===== src/rtl/mips_run_ctrl.sv =====
// Run controller for the pipelined MIPS core: sequences core reset, runs the core,
// counts cycles/instructions and ends the run on a PC self-loop halt or a cycle watchdog.
module mips_run_ctrl #(
  parameter int PC_W        = 32,
  parameter int CNT_W       = 32,
  parameter int RST_CYCLES  = 10,
  parameter int HALT_REPEAT = 4,
  parameter int MAX_CYCLES  = 100000
) (
  input  logic             clk,
  input  logic             reset,
  input  logic             start,
  input  logic [PC_W-1:0]  pc,
  input  logic             pc_valid,
  output logic             core_reset,
  output logic             running,
  output logic             done,
  output logic             timeout,
  output logic [CNT_W-1:0] cycle_cnt,
  output logic [CNT_W-1:0] instr_cnt
);

  localparam int SC_W = $clog2(HALT_REPEAT + 1);
  localparam int RC_W = (RST_CYCLES > 1) ? $clog2(RST_CYCLES) : 1;

  typedef enum logic [2:0] {IDLE, RST, RUN, DONE, TIMEOUT} state_t;

  state_t           state;
  logic [RC_W-1:0]  rst_cnt;
  logic [SC_W-1:0]  same_cnt;
  logic [PC_W-1:0]  last_pc;

  logic [CNT_W-1:0] cyc_nxt;
  logic [CNT_W-1:0] ins_nxt;
  logic [SC_W-1:0]  same_nxt;
  logic             halt_hit;
  logic             wd_hit;

  function automatic logic [CNT_W-1:0] sat_inc(input logic [CNT_W-1:0] v);
    return (&v) ? v : v + CNT_W'(1);
  endfunction

  // same_cnt==0 marks "no sample yet this run", so a stale last_pc never extends a streak
  always_comb begin
    cyc_nxt  = sat_inc(cycle_cnt);
    ins_nxt  = pc_valid ? sat_inc(instr_cnt) : instr_cnt;
    same_nxt = same_cnt;
    if (pc_valid) begin
      if ((same_cnt != '0) && (pc == last_pc)) same_nxt = same_cnt + SC_W'(1);
      else                                     same_nxt = SC_W'(1);
    end
    halt_hit = pc_valid && (same_nxt == SC_W'(HALT_REPEAT));
    wd_hit   = (cyc_nxt == CNT_W'(MAX_CYCLES));
  end

  always_ff @(posedge clk) begin
    if (reset) begin
      state      <= IDLE;
      core_reset <= 1'b1;
      running    <= 1'b0;
      done       <= 1'b0;
      timeout    <= 1'b0;
      cycle_cnt  <= '0;
      instr_cnt  <= '0;
      rst_cnt    <= '0;
      same_cnt   <= '0;
      last_pc    <= '0;
    end else begin
      case (state)
        IDLE, DONE, TIMEOUT: begin
          if (start) begin
            state      <= RST;
            core_reset <= 1'b1;
            running    <= 1'b0;
            done       <= 1'b0;
            timeout    <= 1'b0;
            cycle_cnt  <= '0;
            instr_cnt  <= '0;
            rst_cnt    <= '0;
            same_cnt   <= '0;
          end
        end
        RST: begin
          if (rst_cnt == RC_W'(RST_CYCLES - 1)) begin
            state      <= RUN;
            core_reset <= 1'b0;
            running    <= 1'b1;
          end else begin
            rst_cnt <= rst_cnt + RC_W'(1);
          end
        end
        RUN: begin
          cycle_cnt <= cyc_nxt;
          instr_cnt <= ins_nxt;
          if (pc_valid) begin
            same_cnt <= same_nxt;
            last_pc  <= pc;
          end
          // halt wins over the watchdog when both land on the same cycle
          if (halt_hit) begin
            state      <= DONE;
            done       <= 1'b1;
            core_reset <= 1'b1;
            running    <= 1'b0;
          end else if (wd_hit) begin
            state      <= TIMEOUT;
            timeout    <= 1'b1;
            core_reset <= 1'b1;
            running    <= 1'b0;
          end
        end
        default: begin
          state      <= IDLE;
          core_reset <= 1'b1;
          running    <= 1'b0;
        end
      endcase
    end
  end

endmodule


===== config.mk =====
export PLATFORM = sky130hd
export DESIGN_NAME = mips_run_ctrl
export DESIGN_NICKNAME = d
export VERILOG_FILES = /design/src/rtl/mips_run_ctrl.sv
export SDC_FILE = /design/constraint.sdc
export NUM_CORES = 1
export LEC_CHECK = 0
export ABC_AREA = 1
export CORE_MARGIN = 2
export CORE_UTILIZATION = 35
export DETAILED_ROUTE_END_ITERATION = 6
export PLACE_DENSITY = 0.54
export SLEW_MARGIN = 25
export SYNTH_ARGS = -nofsm -noshare
export SYNTH_HDL_FRONTEND = slang
export SYNTH_SLANG_ARGS = --single-unit

===== constraint.sdc =====
create_clock -name clk -period 3.15 [get_ports clk]
set_clock_uncertainty 0.05 [all_clocks]
set_input_delay 0.315 -clock clk [delete_from_list [all_inputs] [get_ports clk]]
set_output_delay 0.315 -clock clk [all_outputs]
set_load 0.03 [all_outputs]

==> reports/metrics.yaml, run 1 <==
finish:
  drive_above_1_share_pct: 6.434
  area_growth_pct: 24.93
  final_common_cell: "nand2_1"
  diodes: 0
  final_cell_area_sq_mm: 0.007881
  fin_cells: 1317
  nNetsFinal: 1125
  layout_common_cells: "266 x nand2_1, 152 x nor2_1, 110 x dfxtp_1, 103 x clkdlybuf4s50_1, 94 x inv_1"
flow_run:
  maxCapViolCount: 0
placed_design:
  gp_congestion: 0.9088
  dp.cells: 1301
  pre_cts_ws_ns: 0.2842
  portBuffers: 103
  placed_area_sq_mm: 0.007586
  dp_hpwl_microns: 12890
route:
  antenna_left: 0
  drtPass1Iterations: 6
  drt_iter0_markers: 301
  vias: 6268
  avgRoutedWirePerCell_microns: 12.98
  finalWirelength_microns: 17100
  vias_per_cell: 4.759
  drc: 0
timing:
  setup_slack_ns: 0.4245
  worst_slew_margin_rel_pct: 36.87
  setup_violations: 0
  rsz0062_at_grt: "false"
  finalSetupTns_ns: 0
  min_period_ns: 2.726
  worstMarginPinSlew_ns: 0.9411
  period_share_pct: 86.52
  hold_viol_final: 0
  max_freq_mhz: 366.9
  finalMaxSlewViolations: 0
status:
  outcome: "completed"
power:
  leakage_uw: 0.003054
  peakVddDrop_mv: 0.3930
  fin_total_pwr_uw: 3764
  powerDensity_mw_per_mm2: 477.6
critical_path:
  cp_max_fo: 22
  crit_cells: 17
  worst-path-buf-inv: 2
  cp-end-kind: "flip-flop"
  slowest_stage: "dfxtp_1"
  ff2ff_path_depth: 17
  start_kind: "flip-flop"
  cp.arrival_ns: 2.89
  crit_chain: "ha_1, nand3_2, inv_2, nand2_4, nor2_8, nand2_4, clkinvlp_4, nor2_1, nand2_1, nor2_1, nand2_1, nor2_4, nand2_2, nand2_4, nand3_4, nand2_1, nand3_1"
  required_ns: 3.31
  worstSetupPathType: "reg -> reg"
  crit_family: "simple AND/OR/NAND/NOR gates"
  cp_slowest_stage_delay_ns: 0.38
global_route:
  grt_pass1_wl_microns: 28220
  grt_max_degree: 51
  grt_overflow: 0
  antenna_found_initial: 0
  grt_usage_pct: 17.77
  grt_pass1_vias: 5766
floorplan:
  rows: 49
  dieArea_sq_mm: 0.01911
  fp.dieH_microns: 138.3
  die_x_microns: 138.3
  fp.coreArea_sq_mm: 0.01784
  io-pin-count: 104
  start_util_pct: 35.36
yosys:
  synthDistinctLibCells: 39
  ys_ff_latch: 110
  synth_nets: 1028
  ys_seq_area_share_pct: 34.91
  ys_warn_count: 0
  syn_inst: 986
  syn_area_sq_mm: 0.006309
  syn_area_per_cell_sq_um: 6.398
clock_network:
  cts_max_path_buffers: 2
  clk_pin_slew_worst_paths_ns: 0.07
  clock_latency_ns: 0.35
  h-tree-depth: 3
  numCtsBuffers: 9
  cts_tree: "yes"
  cts_root_buf: "clkbuf_16"
  cts_sinks: 110
worst_hold_path:
  hold_path_class: "reg -> reg"
  hold_depth: 2
## routing by layer
layer  vias up  track usage (%)  share of wire [%]
met1      2756            23.63                 48
met3        31            3.014                4.2
met5         -                0                  0
met2       134            28.95                 46
li1       3347                -                  -
met4         0            6.821                2.5
## power by group
| part | total (uW) | internal [uW] | leakage [uW] | switching [uW] |
|---|---|---|---|---|
| Sequential | 1600 | 1520 | 0.000889 | 85.7 |
| Combinational | 1010 | 331 | 0.00202 | 679 |
| Clock | 1150 | 574 | 0.000143 | 577 |
## worst register-to-register path, cell delays in order (launching register included)
cell and delay [ns]:
dfxtp_1 0.38, ha_1 0.29, nand3_2 0.13, inv_2 0.07, nand2_4 0.09, nor2_8 0.07
nand2_4 0.23, clkinvlp_4 0.34, nor2_1 0.19, nand2_1 0.06, nor2_1 0.11, nand2_1 0.10
nor2_4 0.09, nand2_2 0.08, nand2_4 0.09, nand3_4 0.09, nand2_1 0.07, nand3_1 0.05
## layout make-up
cell class,count,area [sq um]
fillers,1880,9960
multi-input cells,749,3620
flip-flops and latches,110,2202
repair buffers,112,1099
inverters,101,382.9
well taps,229,286.5
clock buffers,10,239.0
clock inverters,6,52.55
## Yosys cell counts, drive strengths merged
| library cell | instances | area share [%] |
|---|---|---|
| buf | 4 | 0.44 |
| nor3b | 2 | 0.32 |
| a31oi | 1 | 0.099 |
| clkbuf | 22 | 1.3 |
| dfxtp | 110 | 35 |
| nand3 | 48 | 4.2 |
| a21oi | 82 | 6.5 |
| o21a | 1 | 0.12 |
| nor2 | 166 | 11 |
| nand2 | 281 | 18 |
| nand4 | 7 | 0.69 |
| nor3 | 21 | 1.7 |
| a2bb2oi | 2 | 0.28 |
| inv | 97 | 5.8 |
| and3 | 2 | 0.20 |
| nand3b | 13 | 1.5 |
| clkinv | 4 | 0.24 |
| xor2 | 22 | 3.1 |
| nor4 | 3 | 0.30 |
| a211oi | 4 | 0.48 |
| or2 | 9 | 0.89 |
| o21ai | 65 | 5.2 |
| xnor2 | 11 | 1.5 |
| o31ai | 3 | 0.36 |
| ha | 6 | 1.2 |
## path summary, 6_finish.rpt
path	start	to	slack, ns
setup / recovery	cycle_cnt[0]$_SDFFE_PP0P_	core_reset$_SDFFE_PP1P_	0.42
hold / removal	running$_SDFFE_PP0P_	running$_SDFFE_PP0P_	0.40
setup reg to reg	cycle_cnt[0]$_SDFFE_PP0P_	core_reset$_SDFFE_PP1P_	0.42
hold reg to reg	running$_SDFFE_PP0P_	running$_SDFFE_PP0P_	0.40
## through the flow
step / utilization, % / hold slack [ns]
floorplan: - / 0.3999
global placement: 42.52 / 0.3901
global route: 44.18 / 0.4433
CTS: 44.15 / 0.4030
finish: 44.18 / 0.4019
detailed placement: 42.52 / 0.3876
## flip-flops by register name (all words and copies together), names as in the netlist
register    count
last_pc        32
running         1
cycle_cnt      32
rst_cnt         4
same_cnt        3
timeout         1
done            1
instr_cnt      32
core_reset      1
state           3
## logic make-up (layout without fill, tap and decap cells)
logic type	Yosys count	count (layout)	synth area share, %
buf+inv	127	229	7.755
flops	110	110	34.91
fa+ha+maj	6	6	1.190
xor+xnor	33	33	4.581
compound gates	158	158	12.99
simple gates	552	552	38.58
## repair_timing
item	4_1_cts	5_1_grt
resized for setup	0	1
setup endpoints to repair	0	4
setup buffers	0	0
hold buffers	0	0
Power figures use the tool's default switching activity.
==> inputs of run 2 (changes only) <==
--- a/config.mk
+++ b/config.mk
@@ -5,11 +5,9 @@
 export SDC_FILE = /design/constraint.sdc
 export NUM_CORES = 1
 export LEC_CHECK = 0
-export ABC_AREA = 1
 export CORE_MARGIN = 2
 export CORE_UTILIZATION = 35
 export DETAILED_ROUTE_END_ITERATION = 6
-export PLACE_DENSITY = 0.54
 export SLEW_MARGIN = 25
 export SYNTH_ARGS = -nofsm -noshare
 export SYNTH_HDL_FRONTEND = slang
==> reports/metrics.yaml, run 2 <==
status:
  outcome: "finished, violations left"
  violations: "design-rule violations, negative setup slack"
critical_path:
  cp.arrival_ns: 3.54
  start_kind: "flip-flop"
  worstSetupPathType: "reg -> reg"
  cp-end-kind: "flip-flop"
  r2r_slack_ns: -0.19
  required_ns: 3.35
  ff2ff_path_depth: 12
  cp_max_fo: 3
yosys:
  synth-xor-area-share_pct: 11.62
  synthTopCellsByCount: "115 x nand2_1, 110 x dfxtp_1, 89 x nor2_1"
  synth_nets: 807
  synth-simple-area-share_pct: 30.92
  synth_fa_ha_area_share_pct: 1.260
  synth_top_family_by_area: "simple AND/OR/NAND/NOR gates"
  syn_area_per_cell_sq_um: 7.787
  synthDistinctLibCells: 62
  async_flop_share_pct: 0
  ys_seq_area_share_pct: 36.97
  syn_inst: 765
  yosysTopAreaCell: "dfxtp_1"
  syn_area_sq_mm: 0.005957
  synth-compound-area-share_pct: 15.12
  yosysTopAreaCellShare_pct: 36.97
  synth-edff-count: 0
  ys_ff_latch: 110
  synth_mux_area_share_pct: 0.3571
  ys.flop_type: "dfxtp_1"
  ys_warn_count: 0
  post-synth-top-count-cell: "nand2_1"
  synth.area.top_cells: "dfxtp_1 37%, xor2_1 8.4%, nand2_1 7.2%"
clock_network:
  cts_root_buf: "clkbuf_16"
  cts_sinks: 110
  clk_pin_slew_worst_paths_ns: 0.08
  cts_max_path_buffers: 2
  clock_latency_ns: 0.36
  postCtsHoldBufs: 0
  numCtsBuffers: 9
  h-tree-depth: 3
  cts_tree: "yes"
route:
  vias: 6122
  avgRoutedWirePerCell_microns: 15.43
  finalWirelength_microns: 17850
  antenna_left: 0
  drt_iter0_markers: 514
  drc: 4
  vias_per_cell: 5.291
  drtPass1Iterations: 7
placed_design:
  gp_congestion: 0.9243
  dp_hpwl_microns: 12760
  pre_cts_ws_ns: -0.2985
  portBuffers: 103
global_route:
  grt_pass1_vias: 5486
  grt_usage_pct: 19.37
  grt_busiest_layer: "met2"
  use_met2_pct: 29.11
  antenna_found_initial: 0
  grt_overflow: 0
  met3_usage_pct: 3.378
  use_met1_pct: 27.97
  grt_max_degree: 54
  grt_pass1_wl_microns: 28040
finish:
  nNetsFinal: 974
  drive_above_1_share_pct: 17.18
  layout_common_cells: "115 x nand2_1, 102 x clkdlybuf4s50_1, 95 x buf_4, 94 x dfxtp_1, 88 x nor2_1"
  area_growth_pct: 38.98
  top_regs: "cycle_cnt: 32 flops, instr_cnt: 32 flops, last_pc: 32 flops"
  final_common_cell: "nand2_1"
  diodes: 0
  fillers: 1631
flow_run:
  maxCapViolCount: 0
timing:
  max_freq_mhz: 299.4
  finalMaxSlewViolations: 0
  worst_slew_margin_rel_pct: 41.08
  setup_slack_ns: -0.1897
  setup_violations: 1
  rsz0062_at_grt: "true"
  min_period_ns: 3.340
  period_share_pct: 106.0
  hold_viol_final: 0
  worstMarginPinSlew_ns: 0.8805
floorplan:
  dieArea_sq_mm: 0.01808
  rows: 47
  fp.coreArea_sq_mm: 0.01658
  start_util_pct: 35.92
  fp.dieH_microns: 134.5
  io-pin-count: 104
  die_x_microns: 134.5
power:
  p_sw_share_pct: 33.22
  p_clk_share_pct: 34.3
  powerDensity_mw_per_mm2: 433.6
  fin_total_pwr_uw: 3590
  switchingPower_uw: 1193
  peakVddDrop_mv: 0.2468
  pwr-share-seq_pct: 42.5
  intPower_uw: 2397
  power_frac_comb_pct: 23.3
  leakage_uw: 0.003025
worst_hold_path:
  hold_path_class: "in -> reg"
  hold_depth: 2
==> run 2: cell type report <==
| type | count | area [sq um] | share of cell area [%] |
|---|---|---|---|
| multi-input combinational | 600 | 3625 | 43.78 |
| timing repair buffer | 200 | 1770 | 21.38 |
| inverter | 11 | 41.29 | 0.4987 |
| clock inverter | 7 | 100.1 | 1.209 |
| sequential | 110 | 2242 | 27.08 |
| tap | 220 | 275.3 | 3.325 |
| clock buffer | 9 | 225.2 | 2.720 |
==> run 2: final timing paths <==
path | start | endpoint
setup / recovery | cycle_cnt[1]$_SDFFE_PP0P_ | running$_SDFFE_PP0P_
hold / removal | reset | instr_cnt[0]$_SDFFE_PP0P_
setup reg to reg | cycle_cnt[1]$_SDFFE_PP0P_ | running$_SDFFE_PP0P_
hold reg to reg | timeout$_SDFFE_PP0P_ | timeout$_SDFFE_PP0P_
==> run 2: cell families after synthesis <==
family / count (synthesis)
flops: 110
xor+xnor: 79
compound gates: 147
simple gates: 366
mux: 2
buf+inv: 55
fa+ha+maj: 6
==> run 2: routing by layer <==
layer	wire length (microns)	vias to the layer above
li1	-	3042
met1	8541	2822
met2	7772	231
met3	1222	27
met4	314	0
met5	0	-
==> run 2: power by group through the flow <==
stage	Clock [uW]	Combinational [uW]	Sequential, uW
final	1230	836	1520
after global routing	1320	915	1540
after CTS	1270	830	1520
after detailed placement	0	825	1560
after global placement	0	825	1550
after floorplan	0	501	1560
==> run 2: through the flow <==
step	cell area, sq um	hold WS, ns	TNS, ns	util [%]	instances
after floorplan	6046	0.3981	-0.2951	-	765
after global placement	7823	0.4003	-0.2119	47.17	1133
after detailed placement	7823	0.4039	-0.4487	47.17	1133
after CTS	8237	0.3621	-0.3981	49.67	1156
after global routing	8279	0.4085	-0.5413	49.92	1157
final	8279	0.3686	-0.1897	49.92	1157
==> run 2: critical path, cell delays in order (launching register included) <==
cell,delay [ns]
dfxtp_4,0.37
ha_4,0.15
nand3_4,0.07
or4_4,0.55
nor4_4,0.32
buf_4,0.18
buf_4,0.12
nor4_2,0.06
mux2_2,0.25
nand4_1,0.14
or4_4,0.51
and4b_1,0.18
or3_1,0.29
==> run 2: repair_timing <==
item | in CTS | in global routing
pin swaps | 10 | 9
gates cloned | 0 | 0
gates resized for setup | 7 | 7
buffers inserted | 7 | 2
setup endpoints to repair | 4 | 5
==> inputs of run 3 (changes only) <==
--- a/config.mk
+++ b/config.mk
@@ -5,6 +5,7 @@
 export SDC_FILE = /design/constraint.sdc
 export NUM_CORES = 1
 export LEC_CHECK = 0
+export ABC_AREA = 1
 export CORE_MARGIN = 2
 export CORE_UTILIZATION = 35
 export DETAILED_ROUTE_END_ITERATION = 6
==> constraint.sdc (replaced) <==
create_clock -name clk -period 3.15 [get_ports clk]
set_clock_uncertainty 0.05 [all_clocks]
set_input_delay 0.315 -clock clk [delete_from_list [all_inputs] [get_ports clk]]
set_output_delay 0.315 -clock clk [all_outputs]
set_load 0.005 [all_outputs]
==> reports/metrics.yaml, run 3 (same netlist as run 1, synthesis figures left out) <==
power:
  powerDensity_mw_per_mm2: 471.8
  leakage_uw: 0.003064
  peakVddDrop_mv: 0.3429
floorplan:
  io-pin-count: 104
  fp.dieH_microns: 138.3
  rows: 49
  die_x_microns: 138.3
  start_util_pct: 35.36
  dieArea_sq_mm: 0.01911
  fp.coreArea_sq_mm: 0.01784
critical_path:
  slowest_stage: "dfxtp_1"
  cp.arrival_ns: 2.87
  required_ns: 3.33
  cp_common_cell: "nand2_4"
  cp-end-kind: "flip-flop"
  worst-path-buf-inv: 1
  worstSetupPathType: "reg -> reg"
  crit_family: "simple AND/OR/NAND/NOR gates"
  cp_slowest_stage_delay_ns: 0.46
  cp_max_fo: 22
  start_kind: "flip-flop"
  crit_chain: "ha_1, nand3_2, inv_2, nand2_4, nor2_8, nand2_4, nand2_2, nor3b_2, nand3_1, nor2_4, nand2_2, nand2_4, nand3_4, nand2_1, nand3_1"
placed_design:
  gp_congestion: 0.9506
  portBuffers: 103
  pre_cts_ws_ns: 0.3366
  dp_hpwl_microns: 12710
finish:
  layout_common_cells: "266 x nand2_1, 152 x nor2_1, 110 x dfxtp_1, 103 x clkdlybuf4s50_1, 95 x inv_1"
  drive_above_1_share_pct: 6.520
  fillers: 1911
  nNetsFinal: 1126
  diodes: 0
  area_growth_pct: 25.09
  final_common_cell: "nand2_1"
  top_regs: "cycle_cnt: 32 flops, instr_cnt: 32 flops, last_pc: 32 flops"
worst_hold_path:
  hold_path_class: "reg -> reg"
route:
  finalWirelength_microns: 17230
  vias_per_cell: 4.850
  drt_iter0_markers: 359
  avgRoutedWirePerCell_microns: 13.08
  drtPass1Iterations: 7
  drc: 0
  antenna_left: 0
  vias: 6392
global_route:
  grt_pass1_vias: 5859
  antenna_found_initial: 0
  grt_overflow: 0
  grt_pass1_wl_microns: 28370
  use_met2_pct: 29.44
  use_met1_pct: 23.37
  met3_usage_pct: 4.676
  grt_busiest_layer: "met2"
  grt_usage_pct: 17.89
  grt_max_degree: 51
clock_network:
  h-tree-depth: 3
  clk_pin_slew_worst_paths_ns: 0.07
  numCtsBuffers: 9
  cts_sinks: 110
  clock_latency_ns: 0.35
  cts_tree: "yes"
  cts_max_path_buffers: 2
  cts_root_buf: "clkbuf_16"
timing:
  hold_viol_final: 0
  finalMaxSlewViolations: 0
  setup_slack_ns: 0.4626
  worstMarginPinSlew_ns: 0.5788
  max_freq_mhz: 372.1
  setup_violations: 0
  worst_slew_margin_rel_pct: 61.18
  finalSetupTns_ns: 0
  min_period_ns: 2.687
  rsz0062_at_grt: "false"
  period_share_pct: 85.32
  timing.hold.ws_ns: 0.4035
flow_run:
  maxCapViolCount: 0
status:
  outcome: "completed"
==> run 3: changes by cell type in the layout (fill, tap and decap cells not counted), moves of 16 or more <==
cell / previous run / this run
nand2_1: 115 / 266
buf_4: 95 / 10
inv_1: 11 / 95
nor2_1: 88 / 152
o21ai_0: 26 / 65
xor2_1: 57 / 22
a21oi_1: 66 / 82
dfxtp_1: 94 / 110
nand3_1: 29 / 45
nand4_1: 23 / 7
==> run 3: final cells by class <==
cell class                      instances  area (sq um)  share of cell area [%]
Multi-Input combinational cell        749          3620                   45.87
Sequential cell                       110          2202                   27.91
Timing Repair Buffer                  113          1106                   14.02
Inverter                              101         382.9                   4.852
Tap cell                              229         286.5                   3.631
Clock buffer                           11         252.7                   3.203
Clock inverter                          5         41.29                  0.5232
==> run 3: per-stage QoR <==
step	utilization (%)	cells	total power, uW	instance area [sq um]
after floorplan	-	986	2307	6309
after global placement	42.56	1302	2618	7594
after detailed placement	42.56	1302	2628	7594
after CTS	44.21	1318	3792	7888
after global routing	44.23	1318	3984	7891
final	44.23	1318	3723	7891
==> run 3: worst reg2reg max path, cell delays in order, from the launching register on <==
cell and delay (ns):
dfxtp_1 0.46, ha_1 0.30, nand3_2 0.14, inv_2 0.11, nand2_4 0.07, nor2_8 0.17, nand2_4 0.18, nand2_2 0.12
nor3b_2 0.24, nand3_1 0.19, nor2_4 0.14, nand2_2 0.08, nand2_4 0.09, nand3_4 0.09, nand2_1 0.07, nand3_1 0.05
==> run 3: power by group <==
group	switching (uW)	total [uW]	internal, uW
Sequential	86.2	1600	1520
Combinational	645	976	331
Clock	555	1140	590
==> run 3: timing repair <==
action                                 CTS  global route
endpoints found under the hold margin    0             0
hold buffers                             0             0
setup endpoints to repair                0             5
setup buffers                            0             0
gates resized for setup                  0             1
==> run 3: path summary, 6_finish.rpt <==
check	slack (ns)	cells past startpoint	endpoint	from
min	0.40	2	running$_SDFFE_PP0P_	running$_SDFFE_PP0P_
max	0.46	15	core_reset$_SDFFE_PP1P_	cycle_cnt[0]$_SDFFE_PP0P_
max reg2reg	0.46	15	core_reset$_SDFFE_PP1P_	cycle_cnt[0]$_SDFFE_PP0P_
min reg2reg	0.40	2	running$_SDFFE_PP0P_	running$_SDFFE_PP0P_
==> run 3: layer usage <==
metal  up-vias  routed length (microns)
li1       3351                        -
met1      2891                     8113
met2       131                     8032
met3        19                      792
met4         0                      295
met5         -                        0
==> RTL edit (config.mk and constraints of run 3) <==
The 5 states of `state_t` get a one-hot encoding in 5 bits.
--- a/src/rtl/mips_run_ctrl.sv
+++ b/src/rtl/mips_run_ctrl.sv
@@ -23,7 +23,7 @@
   localparam int SC_W = $clog2(HALT_REPEAT + 1);
   localparam int RC_W = (RST_CYCLES > 1) ? $clog2(RST_CYCLES) : 1;
 
-  typedef enum logic [2:0] {IDLE, RST, RUN, DONE, TIMEOUT} state_t;
+  typedef enum logic [4:0] {IDLE = 5'b00001, RST = 5'b00010, RUN = 5'b00100, DONE = 5'b01000, TIMEOUT = 5'b10000} state_t;
 
   state_t           state;
   logic [RC_W-1:0]  rst_cnt;
Behaviour: same outputs for any inputs over 10 cycles, from zero or initial values and one cycle with reset high; not proved beyond that.
==> RTL edit against run 3 <==
- routed wire length is 5.4% higher
- worst setup slack worse by 0.00060 ns
- worst hold slack worse by 0.095 ns
- design area is 3.0% higher
- first-iteration DRC count is 8.4% lower
- sequential cell count is 2 higher
- final cell count is 2.4% higher
- power is 13% lower
- combinational power is 46% lower
- synthesized area is 3.9% higher
- highest routed layer unchanged
==> RTL edit: results (changes against run 3) <==
Outcome
The flow ran to the end, and the final reports show no timing, DRC or antenna violations.

Clock network
The number of buffers on the longest clock path is 2 (unchanged). The clock insertion delay at the later pin of the skew report is 0.37 ns (+0.02 ns). The total setup buffers inserted after CTS is 0 (unchanged). The number of instances resized during post-cts repair was 0 (unchanged). The tree is rooted in a clkbuf_16. After clock tree synthesis, the clock-pin slew on the worst setup and hold paths is 0.08 ns. The number of buffers inserted during clock tree synthesis is 9 (unchanged). The number of H-tree branching levels is 3 (unchanged).

Yosys
By area the synthesized netlist is led by dfxtp_1, nand2_1, nor2_1. The cell with the most instances after synthesis is nand2_1. The post-synth net total came to 1059 (+3.0%). The number of distinct library cells after synthesis is 40 (+2.6%).

The sequential share of the synthesized area is 34.2% (-0.69 points). The share of flip-flops with an asynchronous set or reset after synthesis is 0% (unchanged). Ranked by instance count, the synthesized netlist is headed by nand2_1, nor2_1, dfxtp_1. In the synthesized netlist the dominant register cell turns out to be dfxtp_1. The number of warnings reported in the yosys synthesis log is 0 (unchanged).

Power
The maximum vdd ir drop is 0.000295 V (-14%). The cell leakage power is 2.94 nW (-4.0%).

Drt
The highest layer used for signal routing is met4. The routed length on met1 is 8500 µm (+4.7%). The post-detailed-route via-to-cell ratio came to 4.85 (about the same). The wire length on met2 is 8270 µm (+3.0%). The detailed-route wire length per cell is 13.5 µm (+3.0%). The number of DRC violations after detailed-routing iteration 0 is 329 (-8.4%). The number of detailed-routing iterations run before antenna repair is 5 (-2). The met3 layer wire length in the routed design came to 1000 µm (+27%).

Placed design
The global placement routability congestion came to 0.865 (-9.0%). The count of input and output buffers was 103 (unchanged). The final HPWL from detailed placement is 13500 µm (+6.5%). The total cell area at the placement stage is 0.00782 mm² (+2.9%).

Final layout
The final-stage net count is 1152 (+2.3%). The ratio of cells with drive above 1 in the final layout is 5.47% (-1.0 points). The number of fill cells in the layout was 1975 (+3.3%). In the final layout, the registers with the most flip-flops are cycle_cnt: 32 flops, instr_cnt: 32 flops, last_pc: 32 flops.

The count of antenna diodes in the layout is 0 (unchanged).

Global routing
The via count of the first global-routing pass is 6221 (+6.2%). The number of antenna violations at the first check in global routing is 0 (unchanged). The wire length of the first global-routing pass is 30500 µm (+7.4%).

The total routing usage reported by global routing came to 18.8% (+0.95 points). The maximum number of pins on one net before global-route repair is 40 (-22%).

Critical path
The largest fanout on the critical path is 8 (-64%). The data arrival time of the critical path is 2.86 ns (about the same).

Hold path
The class of the most critical hold timing path is in2reg.

Flow run
The number of maximum-capacitance violations came to 0 (unchanged).

Timing
The transition at the pin with the smallest max-transition slack was 0.702 ns (+0.123 ns).
## RTL edit: final timing paths
| kind | startpoint | to | slack, ns | cells after the start |
|---|---|---|---|---|
| max reg2reg | cycle_cnt[0] | state[0] | 0.46 | 15 |
| min | reset | cycle_cnt[3] | 0.31 | 2 |
| max | cycle_cnt[0] | state[0] | 0.46 | 15 |
| min reg2reg | core_reset | core_reset | 0.41 | 2 |
## RTL edit: area by class of cell
class,count,area (µm²),share of cell area (%)
Multi-Input combinational cell,803,3910,48.0
Clock inverter,6,72.6,0.893
Sequential cell,112,2240,27.6
Clock buffer,10,239,2.94
Timing Repair Buffer,114,1110,13.6
Tap cell,234,293,3.60
Inverter,70,268,3.29
## RTL edit: where the power goes
group / leakage, nW / switching [mW] / internal, mW
Clock: 0.156 / 0.582 / 0.653
Sequential: 0.903 / 0.0314 / 1.45
Combinational: 1.88 / 0.348 / 0.183
## RTL edit: per-layer routing
| layer | GRT usage [%] | vias up |
|---|---|---|
| met2 | 31.0 | 148 |
| met3 | 4.04 | 25 |
| met5 | 0 | - |
| met4 | 6.26 | 0 |
| met1 | 24.6 | 2892 |
| li1 | - | 3473 |
## RTL edit: cells by family after synthesis
group	after synthesis	synth area share (%)
and+or+nand+nor	597	39.4
AOI/OAI and AO/OA	143	11.4
DFF	112	34.2
buffers and inverters	102	6.19
xor gates and xnor gates	57	7.62
adders and majority gates	6	1.15
## RTL edit: worst max-delay path, cell delays in order (launching register included)
cell and delay (ns):
dfxtp_1 0.46, ha_1 0.31, nand3_1 0.14, nor2_1 0.31, nand3_1 0.20, xnor2_1 0.18
nor2_1 0.09, nand2_1 0.06, nor2_1 0.10, nand2_1 0.06, nor2_1 0.15, nand2_2 0.11
nand2_4 0.10, nand3_4 0.10, nand2_1 0.07, nand3_1 0.06
## RTL edit: metrics by stage
stage,setup slack [ns],std cells,hold WS [ns]
6_report,0.462,1349,0.308
5_1_grt,0.141,1349,0.328
4_1_cts,0.409,1349,0.297
3_5_place_dp,0.423,1333,0.400
3_3_place_gp,0.433,1333,0.395
2_1_floorplan,0.874,1017,0.392
